==> config.mk <==
export PLATFORM = sky130hd
export DESIGN_NAME = fifo_flags_n
export DESIGN_NICKNAME = d
export VERILOG_FILES = /design/src/rtl/fifo_pkg.sv /design/src/rtl/fifo_wrap_ptr.sv /design/src/rtl/fifo_flags_n.sv
export SDC_FILE = /design/constraint.sdc
export NUM_CORES = 1
export LEC_CHECK = 0
export ABC_AREA = 1
export CORE_AREA = 10 10 75 77
export DETAILED_ROUTE_END_ITERATION = 7
export DIE_AREA = 0 0 85 87
export PLACE_DENSITY = 0.79
export SYNTH_ARGS = -nofsm -noshare
export SYNTH_HDL_FRONTEND = slang
export SYNTH_HIERARCHICAL = 1
export SYNTH_SLANG_ARGS = --single-unit
==> constraint.sdc <==
create_clock -name clk -period 3.9 [get_ports clk]
set_clock_uncertainty 0.05 [all_clocks]
set_input_delay 0.585 -clock clk [delete_from_list [all_inputs] [get_ports clk]]
set_output_delay 0.585 -clock clk [all_outputs]
set_load 0.03 [all_outputs]
==> src/rtl/fifo_pkg.sv <==
// Shared types and sizing helpers for the fifo_flags_n FIFO family.
package fifo_pkg;

    typedef enum logic [1:0] {
        FIFO_EMPTY   = 2'd0,
        FIFO_PARTIAL = 2'd1,
        FIFO_FULL    = 2'd2
    } fifo_state_t;

    // Occupancy must be able to represent DEPTH itself, hence DEPTH+1 values.
    function automatic int count_width(input int depth);
        return $clog2(depth + 1);
    endfunction

    function automatic int ptr_width(input int depth);
        return (depth <= 2) ? 1 : $clog2(depth);
    endfunction

endpackage

==> src/rtl/fifo_wrap_ptr.sv <==
// Modulo-DEPTH pointer; wraps by explicit compare so any depth works.
module fifo_wrap_ptr
    import fifo_pkg::*;
#(
    parameter int DEPTH = 4,
    parameter int AW    = ptr_width(DEPTH)
) (
    input  logic          clk,
    input  logic          rst,
    input  logic          inc,
    output logic [AW-1:0] ptr
);

    logic [AW-1:0] ptr_q;
    logic [AW-1:0] ptr_d;

    always_comb begin
        ptr_d = ptr_q;
        if (inc) begin
            ptr_d = (ptr_q == AW'(DEPTH - 1)) ? '0 : ptr_q + 1'b1;
        end
    end

    always_ff @(posedge clk or posedge rst) begin
        if (rst) begin
            ptr_q <= '0;
        end else begin
            ptr_q <= ptr_d;
        end
    end

    assign ptr = ptr_q;

endmodule

==> src/rtl/fifo_flags_n.sv <==
// Parametrised synchronous FIFO with occupancy, threshold flags, sticky
// error flags, optional first-word-fall-through and pointer diagnostics.
module fifo_flags_n
    import fifo_pkg::*;
#(
    parameter int WIDTH         = 8,
    parameter int DEPTH         = 4,
    parameter int AFULL_THRESH  = DEPTH - 1,
    parameter int AEMPTY_THRESH = 1,
    parameter int FWFT          = 0,
    localparam int CW = count_width(DEPTH),
    localparam int AW = ptr_width(DEPTH)
) (
    input  logic             clk,
    input  logic             rst,
    input  logic             write,
    input  logic [WIDTH-1:0] wdata,
    input  logic             read,
    output logic [WIDTH-1:0] rdata,
    output logic             empty,
    output logic             full,
    output logic             almost_empty,
    output logic             almost_full,
    output logic [CW-1:0]    count,
    output logic             overflow,
    output logic             underflow,
    input  logic             clr_err,
    output logic [1:0]       diag_state,
    output logic [AW-1:0]    diag_waddr,
    output logic [AW-1:0]    diag_raddr
);

    if (DEPTH < 2 || DEPTH > 1024) begin : g_bad_depth
        $fatal(1, "fifo_flags_n: DEPTH must be in 2..1024");
    end
    if (AFULL_THRESH < 1 || AFULL_THRESH > DEPTH) begin : g_bad_afull
        $fatal(1, "fifo_flags_n: AFULL_THRESH must be in 1..DEPTH");
    end
    if (AEMPTY_THRESH < 0 || AEMPTY_THRESH > DEPTH - 1) begin : g_bad_aempty
        $fatal(1, "fifo_flags_n: AEMPTY_THRESH must be in 0..DEPTH-1");
    end

    logic [WIDTH-1:0] mem_q [DEPTH];
    logic [AW-1:0]    waddr;
    logic [AW-1:0]    raddr;
    logic             wr_ok;
    logic             rd_ok;
    logic [CW-1:0]    count_q,  count_d;
    logic             empty_q,  empty_d;
    logic             full_q,   full_d;
    logic             aempty_q, aempty_d;
    logic             afull_q,  afull_d;
    logic             ovf_q,    ovf_d;
    logic             unf_q,    unf_d;
    logic [WIDTH-1:0] rdata_q,  rdata_d;
    fifo_state_t      state_q,  state_d;

    // Flags are derived from the next count so they move together with count.
    always_comb begin
        wr_ok   = write & ~full_q;
        rd_ok   = read & ~empty_q;
        count_d = count_q;
        if (wr_ok && !rd_ok) begin
            count_d = count_q + 1'b1;
        end else if (rd_ok && !wr_ok) begin
            count_d = count_q - 1'b1;
        end
        empty_d  = (count_d == '0);
        full_d   = (count_d == CW'(DEPTH));
        aempty_d = (count_d <= CW'(AEMPTY_THRESH));
        afull_d  = (count_d >= CW'(AFULL_THRESH));
        state_d  = empty_d ? FIFO_EMPTY : (full_d ? FIFO_FULL : FIFO_PARTIAL);
        ovf_d    = (write & full_q) | (ovf_q & ~clr_err);
        unf_d    = (read & empty_q) | (unf_q & ~clr_err);
        rdata_d  = rd_ok ? mem_q[raddr] : rdata_q;
    end

    always_ff @(posedge clk or posedge rst) begin
        if (rst) begin
            count_q  <= '0;
            empty_q  <= 1'b1;
            full_q   <= 1'b0;
            aempty_q <= 1'b1;
            afull_q  <= 1'b0;
            ovf_q    <= 1'b0;
            unf_q    <= 1'b0;
            rdata_q  <= '0;
            state_q  <= FIFO_EMPTY;
        end else begin
            count_q  <= count_d;
            empty_q  <= empty_d;
            full_q   <= full_d;
            aempty_q <= aempty_d;
            afull_q  <= afull_d;
            ovf_q    <= ovf_d;
            unf_q    <= unf_d;
            rdata_q  <= rdata_d;
            state_q  <= state_d;
        end
    end

    always_ff @(posedge clk) begin
        if (wr_ok) begin
            mem_q[waddr] <= wdata;
        end
    end

    fifo_wrap_ptr #(.DEPTH(DEPTH), .AW(AW)) u_wptr (
        .clk (clk),
        .rst (rst),
        .inc (wr_ok),
        .ptr (waddr)
    );

    fifo_wrap_ptr #(.DEPTH(DEPTH), .AW(AW)) u_rptr (
        .clk (clk),
        .rst (rst),
        .inc (rd_ok),
        .ptr (raddr)
    );

    // In FWFT mode the head word is exposed directly, gated to zero when empty.
    assign rdata        = (FWFT != 0) ? (empty_q ? '0 : mem_q[raddr]) : rdata_q;
    assign empty        = empty_q;
    assign full         = full_q;
    assign almost_empty = aempty_q;
    assign almost_full  = afull_q;
    assign count        = count_q;
    assign overflow     = ovf_q;
    assign underflow    = unf_q;
    assign diag_state   = state_q;
    assign diag_waddr   = waddr;
    assign diag_raddr   = raddr;

endmodule

==> results of run 1 <==
cells in the mapped netlist:
library cell / count / area share (%)
a31oi_1: 8 / 2.2
buf_2: 1 / 0.22
buf_4: 4 / 1.3
buf_6: 1 / 0.49
clkbuf_2: 1 / 0.22
dfrtp_1: 20 / 22
dfstp_2: 2 / 2.3
edfxtp_1: 32 / 42
ha_1: 4 / 2.2
inv_1: 19 / 3.1
inv_2: 4 / 0.65
nand2_1: 34 / 5.5
nand2_2: 3 / 0.82
nand2_4: 3 / 1.5
nand3_1: 7 / 1.5
nor2_1: 48 / 7.8
nor2_2: 1 / 0.27
nor2_4: 2 / 0.98
nor3_1: 4 / 0.87
o21ai_0: 17 / 3.7
o21ai_2: 1 / 0.38
o22ai_1: 2 / 0.54
metal layers:
layer  up-vias  routed length (um)  GRT usage, %
met1       747                2099         16.83
met3         6                 423         4.588
met4         0                  49         4.491
met2        71                2214         20.78
met5         -                   0             0
li1        781                   -             -
through the flow:
step | std cells | util [%]
4_1_cts | 306 | 65.60
5_1_grt | 306 | 65.60
3_3_place_gp | 298 | 62.97
2_1_floorplan | 218 | -
3_5_place_dp | 298 | 62.97
6_report | 306 | 65.60
cell families (layout without fill, tap and decap cells):
| family | Yosys count | count (layout) | synth area share (%) |
|---|---|---|---|
| fa+ha+maj | 4 | 4 | 2.174 |
| flops | 54 | 54 | 65.76 |
| simple gates | 102 | 102 | 19.29 |
| buf+inv | 30 | 66 | 5.978 |
| compound gates | 28 | 28 | 6.793 |
final cells by class:
cell class	instances	share of cell area, %
multi-input combinational	134	23.42
inverter	23	3.108
clock buffer	6	2.613
tap	52	2.342
sequential	54	54.50
timing repair buffer	35	12.61
clock inverter	2	1.396
flip-flops by register name, indices dropped and copies added (netlist names):
signal / cells
empty: 1
count: 3
u_wptr/ptr: 2
diag_state: 1
full: 1
rdata: 8
underflow: 1
almost_full: 1
overflow: 1
u_rptr/ptr: 2
almost_empty: 1
mem_q: 32
final timing paths:
kind / from / end / slack [ps]
hold reg to reg: overflow$_DFF_PP0_ / overflow$_DFF_PP0_ / 490
min in group asynchronous: rst / u_rptr/ptr[1]$_DFFE_PP0P_ / 500
max in group asynchronous: rst / full$_DFF_PP0_ / 2550
setup reg to reg: full$_DFF_PP0_ / mem_q[1][5]$_DFFE_PP_ / 1910
hold / removal: overflow$_DFF_PP0_ / overflow$_DFF_PP0_ / 490
setup / recovery: u_rptr/ptr[0]$_DFFE_PP0P_ / diag_raddr[0] / 1350
power groups by stage:
stage,logic (uW),clock network (uW),registers (uW)
after global routing,1070,401,955
after floorplan,482,0,1090
after global placement,952,0,931
final,969,367,929
after detailed placement,982,0,942
after CTS,982,374,931
==> metrics.yaml, run 1 <==
cp_slowest_stage_delay_ps: 810
switching_share_pct: 40.71
antenna_left: 0
critical_path.endpoint_type: "output pin"
yosysWarningCount: 6
cp_num_cells: 1
antenna_cells: 0
finalNetCount: 270
rsz0062_at_grt: "no"
pin_count: 36
core_area_mm2: 0.004234
overflow: 0
final-seq-area_mm2: 0.001514
drc: 0
p_sw_uw: 922.2
synth.cell_area_mm2: 0.002302
timing.max_cap.violations: 0
number_of_cells_on_the_worst_reg_to_reg_path: 3
floorplan.die.height_um: 87
antenna_violations_before_repair: 0
run_status: "complete, no violations"
drt_iter0_markers: 118
instance_area_after_placement_mm2: 0.002666
startpoint_type: "flip-flop"
crit_path_category: "flip-flop to output pin"
area.growth.synth_to_final_pct: 20.65
routed_wire_length_per_instance_um: 15.64
postSynthAreaPerCell_um2: 10.56
multi_input_comb_area_um2: 650.6
internal_portion_of_total_power_uw: 1343
die_x_um: 85
cts.repair_timing.setup_buffer_count: 0
ctsHoldBuffers: 0
ir_worst_vdd_mv: 0.3344
stdcell_area_mm2: 0.002778
power_frac_comb_pct: 42.8
dr_total_vias: 1605
layout_worst_path_cycle_share_pct: 65.51
fmaxAchievable_ghz: 0.3914
grt_start_max_net_pins: 23
place.port_buffers: 35
tritoncts_num_sinks: 54
final_max_slew_viol_count: 0
ys_seq_area_share_pct: 65.76
path_delay_family: "flip-flops"
power_frac_clock_pct: 16.2
mappedNetlistNets: 235
route.detailed.vias_per_inst: 5.245
postSynthRegisterBits: 54
p_seq_share_pct: 41.0
clock_root_buffer: "clkbuf_8"
maxSlewHeadroom_pct: 18.78
tns_ps: 0
initial_core_util_pct: 54.37
clk-insertion-delay-late_ps: 310
routabilityCongestion: 0.8208
final_layout_size_suffix_gt1_share_pct: 9.055
final_common_cell: "nor2_1"
cts_resized: 0
drt_first_pass_iters: 4
final.fill_count: 331
grt_pass1_vias: 1547
layout.cells.most_common_list: "nor2_1 (48), clkdlybuf4s50_1 (35), nand2_1 (34)"
synth_cells: 218
globalRouteTotalUtil_pct: 13.31
post-dp-hpwl_mm: 3.549
worst_slew_pin_slew_ps: 1209
routed_wirelength_mm: 4.786
clkTransAtPathRegs_ps: 100
critical_path_arrival_ps: 1920
hold_viol_final: 0
total_power_uw: 2265
ctsLongestPathBuffers: 2
crit_fanout: 21
worstHoldPathType: "flip-flop to flip-flop"
grt_pass1_wl_mm: 7.783
pre_cts_ws_ps: 1274
hold_ws_ps: 485.9
cts_htree_levels: 2
fin_ws_ps: 1345
ys_types: 22
tritoncts: "yes"
cpMaxStageDelayCell: "dfrtp_1"
cellPowerDensity_mw_per_mm2: 815.4
dieArea_mm2: 0.007395
cp_data_required_time_ps: 3260
fin_crit_ps: 2555
finalSetupViolCount: 0
worstHoldPathCells: 2
row_count: 24
clock_buffers_created_by_tritoncts: 5
cellLeakagePower_uw: 0.001147
crit_path_cell_trace: "clkdlybuf4s50_1"
critPathBufInv: 1
Power figures use the tool's default switching activity.
==> inputs of run 2 (changes only) <==
CORE_AREA = 10 10 77 79   (was 10 10 75 77)
DIE_AREA = 0 0 87 89   (was 0 0 85 87)
PLACE_DENSITY = 0.75   (was 0.79)
clock period = 2.5 ns   (was 3.9 ns; I/O delays follow)
==> run 2 against run 1 <==
Net effect:
- first-iteration DRC count up 11%
- via count down 0.31%
- die area up 4.7%
- sequential power up 49%
- final cell count up 3.3%
- global-route usage down 1.0 points
==> metrics.yaml, run 2 (synthesized netlist as in run 1, its figures left out) <==
ir_worst_vdd_mv: 0.5429  # was 0.3344 mV
pin_count: 36  # unchanged
worstHoldPathType: "primary input to asynchronous set/reset pin"  # was flip-flop to flip-flop
core_area_mm2: 0.004536  # was 0.004234 mm^2
cts_resized: 0  # unchanged
path_delay_family: "buffers and inverters"  # was flip-flops
finalNetCount: 278  # was 270
die_x_um: 87  # was 85 um
startpoint_type: "flip-flop"  # unchanged
area.growth.synth_to_final_pct: 23.37  # was 20.65%
crit_fanout: 3  # was 21
dr_total_vias: 1600  # was 1605
cts.repair_timing.setup_buffer_count: 0  # unchanged
final_common_cell: "nor2_1"  # unchanged
clk-insertion-delay-late_ps: 300  # was 310 ps
routed_wirelength_mm: 4.484  # was 4.786 mm
grt_pass1_vias: 1531  # was 1547
grt_pass1_wl_mm: 7.383  # was 7.783 mm
antenna_violations_before_repair: 0  # unchanged
drt_first_pass_iters: 4  # unchanged
dieArea_mm2: 0.007743  # was 0.007395 mm^2
routabilityCongestion: 0.9041  # was 0.8208
row_count: 25  # was 24
crit_path_category: "flip-flop to output pin"  # unchanged
critical_path_arrival_ps: 1550  # was 1920 ps
post-route-util_pct: 62.62  # was 65.60%
floorplan.die.height_um: 89  # was 87 um
drc: 0  # unchanged
critical_path.endpoint_type: "output pin"  # unchanged
tritoncts_num_sinks: 54  # unchanged
final.fill_count: 364  # was 331
overflow: 0  # unchanged
cts_htree_levels: 2  # unchanged
layout_worst_path_cycle_share_pct: 79.08
fin_crit_ps: 1977
critPathBufInv: 1  # unchanged
top_register: "mem_q"  # unchanged
antenna_cells: 0  # unchanged
hold_viol_final: 0  # unchanged
cellPowerDensity_mw_per_mm2: 1259  # was 815.4 mW/mm^2
ctsHoldBuffers: 0  # unchanged
cp_data_required_time_ps: 2080  # was 3260 ps
place.port_buffers: 35  # unchanged
clock_root_buffer: "clkbuf_8"  # unchanged
crit_path_cell_trace: "clkdlybuf4s50_1"  # unchanged
rsz0062_at_grt: "no"  # unchanged
globalRouteTotalUtil_pct: 12.30  # was 13.31%
grt_start_max_net_pins: 21  # was 23
clkTransAtPathRegs_ps: 100  # about the same
timing.max_cap.violations: 0  # unchanged
largest_register_ff_count: 32  # unchanged
maxSlewHeadroom_pct: 50.78  # was 18.78%
finalSetupViolCount: 0  # unchanged
cellLeakagePower_uw: 0.001189  # was 0.001147 uW
run_status: "complete, no violations"  # unchanged
cpMaxStageDelayCell: "clkdlybuf4s50_1"  # was dfrtp_1
initial_core_util_pct: 50.76  # was 54.37%
post-dp-hpwl_mm: 3.275  # was 3.549 mm
ctsLongestPathBuffers: 2  # unchanged
routed_wire_length_per_instance_um: 14.19  # was 15.64 um
tritoncts: "yes"  # unchanged
final_layout_size_suffix_gt1_share_pct: 11.83  # was 9.055%
clock_buffers_created_by_tritoncts: 5  # unchanged
antenna_left: 0  # unchanged
cp_slowest_stage_delay_ps: 680  # was 810 ps
drt_iter0_markers: 131  # was 118
fmaxAchievable_ghz: 0.5058
route.detailed.vias_per_inst: 5.063  # was 5.245
worst_slew_pin_slew_ps: 737.4  # was 1209 ps
layout.cells.most_common_list: "nor2_1 (48), clkdlybuf4s50_1 (35), nand2_1 (34)"  # unchanged
tns_ps: 0  # unchanged
final_max_slew_viol_count: 0  # unchanged
==> run 2: cell count changes in the layout (fill, tap and decap cells not counted), sizes merged <==
cell	delta
buf	+8
==> run 2: power breakdown <==
part	leakage (uW)	internal (uW)	switching (uW)
Combinational	0.000584	612	1010
Sequential	0.000549	1230	154
Clock	0.0000554	301	273
Total	0.00119	2140	1440
==> run 2: worst paths after layout <==
check | start | to | slack, ps | cells past startpoint
worst max register to register | count[0]$_DFF_PP0_ | full$_DFF_PP0_ | 1050 | 8
min in group clk | overflow$_DFF_PP0_ | overflow$_DFF_PP0_ | 480 | 2
worst min register to register | overflow$_DFF_PP0_ | overflow$_DFF_PP0_ | 480 | 2
max in group asynchronous | rst | almost_full$_DFF_PP0_ | 1420 | 2
worst max-delay path | empty$_DFF_PP1_ | empty | 520 | 1
worst min-delay path | rst | u_rptr/ptr[1]$_DFFE_PP0P_ | 230 | 2
==> run 2: through the flow <==
step / area, um^2 / setup WS [ps] / hold slack [ps] / total power [uW] / std cells
2_1_floorplan: 2302 / 726.7 / 66.18 / 2448 / 218
3_3_place_gp: 2729 / 637.9 / 468.0 / 3004 / 308
3_5_place_dp: 2729 / 636.6 / 469.0 / 3041 / 308
4_1_cts: 2840 / 509.0 / 234.0 / 3612 / 316
5_1_grt: 2840 / 483.7 / 259.3 / 3851 / 316
6_report: 2840 / 522.9 / 228.5 / 3577 / 316
==> run 2: area by class of cell <==
class	instances	area (um^2)	share of cell area, %
inverter	23	86.33	3.040
clock inverter	2	38.79	1.366
sequential	54	1514	53.30
timing repair buffer	43	410.4	14.45
tap	54	67.56	2.379
clock buffer	6	72.57	2.555
multi-input combinational	134	650.6	22.91
==> run 2: worst register-to-register path, delay by kind of cell (launching register included) <==
kind | cells | cell delay (ps)
buf+inv | 2 | 210
fa+ha+maj | 1 | 290
flops | 1 | 410
simple gates | 5 | 380
==> run 2: routing by layer <==
layer / up-vias / track usage [%] / routed length, um
li1: 797 / - / -
met5: - / 0 / 0
met2: 67 / 20.59 / 2177
met1: 734 / 14.19 / 1822
met3: 2 / 4.376 / 450
met4: 0 / 4.418 / 34
==> inputs of run 3 (changes only) <==
clock period = 1.97 ns   (was 2.5 ns; I/O delays follow)
==> run 3 against run 2 <==
Net effect:
- clock power rose by 36%
- first-iteration DRC count rose by 15%
- final cell count up 0.32%
- register-to-register slack got worse by 490 ps
- sequential power up 27%
- clock-buffer cell count did not move
- non-clock buffer count up 1
- critical endpoint is now diag_waddr[0]
==> metrics.yaml, run 3 (synthesized netlist as in run 1, its figures left out) <==
run_status: "complete, no violations"  # unchanged
crit_path_category: "flip-flop to output pin"  # unchanged
grt_pass1_wl_mm: 7.327  # was 7.383 mm
ctsLongestPathBuffers: 2  # unchanged
startpoint_type: "flip-flop"  # unchanged
multi_input_comb_area_um2: 650.6  # unchanged
drt_first_pass_iters: 4  # unchanged
antenna_left: 0  # unchanged
clock_buffers_created_by_tritoncts: 5  # unchanged
clock_root_buffer: "clkbuf_8"  # unchanged
clkTransAtPathRegs_ps: 100  # about the same
pre_cts_ws_ps: 258.8  # was 636.6 ps
grt_pass1_vias: 1587  # was 1531
critPathBufInv: 1  # unchanged
place.port_buffers: 35  # unchanged
rsz0062_at_grt: "no"  # unchanged
overflow: 0  # unchanged
top_register: "mem_q"  # unchanged
cp_slowest_stage_delay_ps: 730  # was 680 ps
core_area_mm2: 0.004536  # unchanged
drc: 0  # unchanged
route.detailed.vias_per_inst: 5.016  # was 5.063
largest_register_ff_count: 32  # unchanged
final.fill_count: 363  # was 364
total_power_uw: 4590  # was 3577 uW
critical_path_arrival_ps: 1550  # about the same
fin_crit_ps: 1896
floorplan.die.height_um: 89  # unchanged
post-dp-hpwl_mm: 3.250  # was 3.275 mm
area.growth.synth_to_final_pct: 24.78  # was 23.37%
final_common_cell: "nor2_1"  # unchanged
routed_wire_length_per_instance_um: 13.97  # was 14.19 um
die_x_um: 87  # unchanged
crit_fanout: 7  # was 3
clk-insertion-delay-late_ps: 310  # was 300 ps
routabilityCongestion: 0.8767  # was 0.9041
cp_data_required_time_ps: 1620  # was 2080 ps
cellLeakagePower_uw: 0.001220  # was 0.001189 uW
fin_ws_ps: 73.55  # was 522.9 ps
cts_htree_levels: 2  # unchanged
cpMaxStageDelayCell: "clkdlybuf4s50_1"  # unchanged
dr_total_vias: 1590  # was 1600
crit_path_cell_trace: "clkdlybuf4s50_1"  # unchanged
final-seq-area_mm2: 0.001514  # unchanged
antenna_cells: 0  # unchanged
finalSetupViolCount: 0  # unchanged
pin_count: 36  # unchanged
tns_ps: 0  # unchanged
cellPowerDensity_mw_per_mm2: 1598  # was 1259 mW/mm^2
layout_worst_path_cycle_share_pct: 96.27
timing.max_cap.violations: 0  # unchanged
routed_wirelength_mm: 4.430  # was 4.484 mm
worstHoldPathType: "primary input to asynchronous set/reset pin"  # unchanged
maxSlewHeadroom_pct: 77.99  # was 50.78%
drt_iter0_markers: 151  # was 131
final_layout_size_suffix_gt1_share_pct: 12.55  # was 11.83%
grt_start_max_net_pins: 21  # unchanged
row_count: 25  # unchanged
hold_viol_final: 0  # unchanged
worst_slew_pin_slew_ps: 329.8  # was 737.4 ps
critical_path.endpoint_type: "output pin"  # unchanged
tritoncts_num_sinks: 54  # unchanged
dieArea_mm2: 0.007743  # unchanged
ir_worst_vdd_mv: 0.8879  # was 0.5429 mV
finalNetCount: 279  # was 278
fmaxAchievable_ghz: 0.5273
layout.cells.most_common_list: "nor2_1 (48), nand2_1 (34), clkdlybuf4s50_1 (34)"  # was nor2_1 (48), clkdlybuf4s50_1 (35), nand2_1 (34)
final_max_slew_viol_count: 0  # unchanged
path_delay_family: "buffers and inverters"  # unchanged
tritoncts: "yes"  # unchanged
globalRouteTotalUtil_pct: 12.16  # was 12.30%
ctsHoldBuffers: 0  # unchanged
antenna_violations_before_repair: 0  # unchanged
initial_core_util_pct: 50.76  # unchanged
## run 3: repair_timing
action                                  CTS  global route
setup buffers                             0             0
gates resized for setup                   0             1
endpoints found under the setup margin    0             1
## run 3: path summary, 6_finish.rpt
kind / to / slack, ps / cells after the start / startpoint
min reg2reg: overflow$_DFF_PP0_ / 490 / 2 / overflow$_DFF_PP0_
max reg2reg: full$_DFF_PP0_ / 560 / 8 / count[0]$_DFF_PP0_
min in group clk: overflow$_DFF_PP0_ / 490 / 2 / overflow$_DFF_PP0_
min: u_wptr/ptr[0]$_DFFE_PP0P_ / 140 / 2 / rst
max in group asynchronous: empty$_DFF_PP1_ / 1150 / 3 / rst
max: diag_waddr[0] / 70 / 1 / u_wptr/ptr[0]$_DFFE_PP0P_
## run 3: cell type report
cell class,count,share of cell area (%)
well taps,54,2.352
inverters,23,3.005
flip-flops and latches,54,52.70
clock buffers,6,2.875
clock inverters,2,1.350
repair buffers,44,15.07
multi-input cells,134,22.65
## run 3: power breakdown
part	total, uW	switching (uW)	leakage [uW]	internal (uW)
logic	2060	1280	0.000609	783
registers	1750	192	0.000549	1560
clock network	778	360	0.0000618	418
total	4590	1830	0.00122	2760
## run 3: metrics by stage
stage,hold slack (ps),cells,instance area (um^2),util [%]
2_1_floorplan,-13.32,218,2302,-
3_3_place_gp,467.0,309,2749,60.61
3_5_place_dp,479.2,309,2749,60.61
4_1_cts,142.4,317,2870,63.28
5_1_grt,156.3,317,2873,63.34
6_report,138.0,317,2873,63.34
## run 3: worst reg2reg max path, delay by kind of cell, from the launching register on
kind	cells	cell delay [ps]
flip-flops	1	410
AND/OR/NAND/NOR	5	360
adder cells (fa/ha/maj)	1	290
buffers and inverters	2	190
## run 3: layer usage
layer | track usage (%) | vias up | part of all wire [%]
met5 | 0 | - | 0
met4 | 5.449 | 0 | 1.8
met3 | 4.193 | 8 | 8.1
met2 | 19.85 | 43 | 47
met1 | 14.12 | 737 | 43
li1 | - | 802 | -
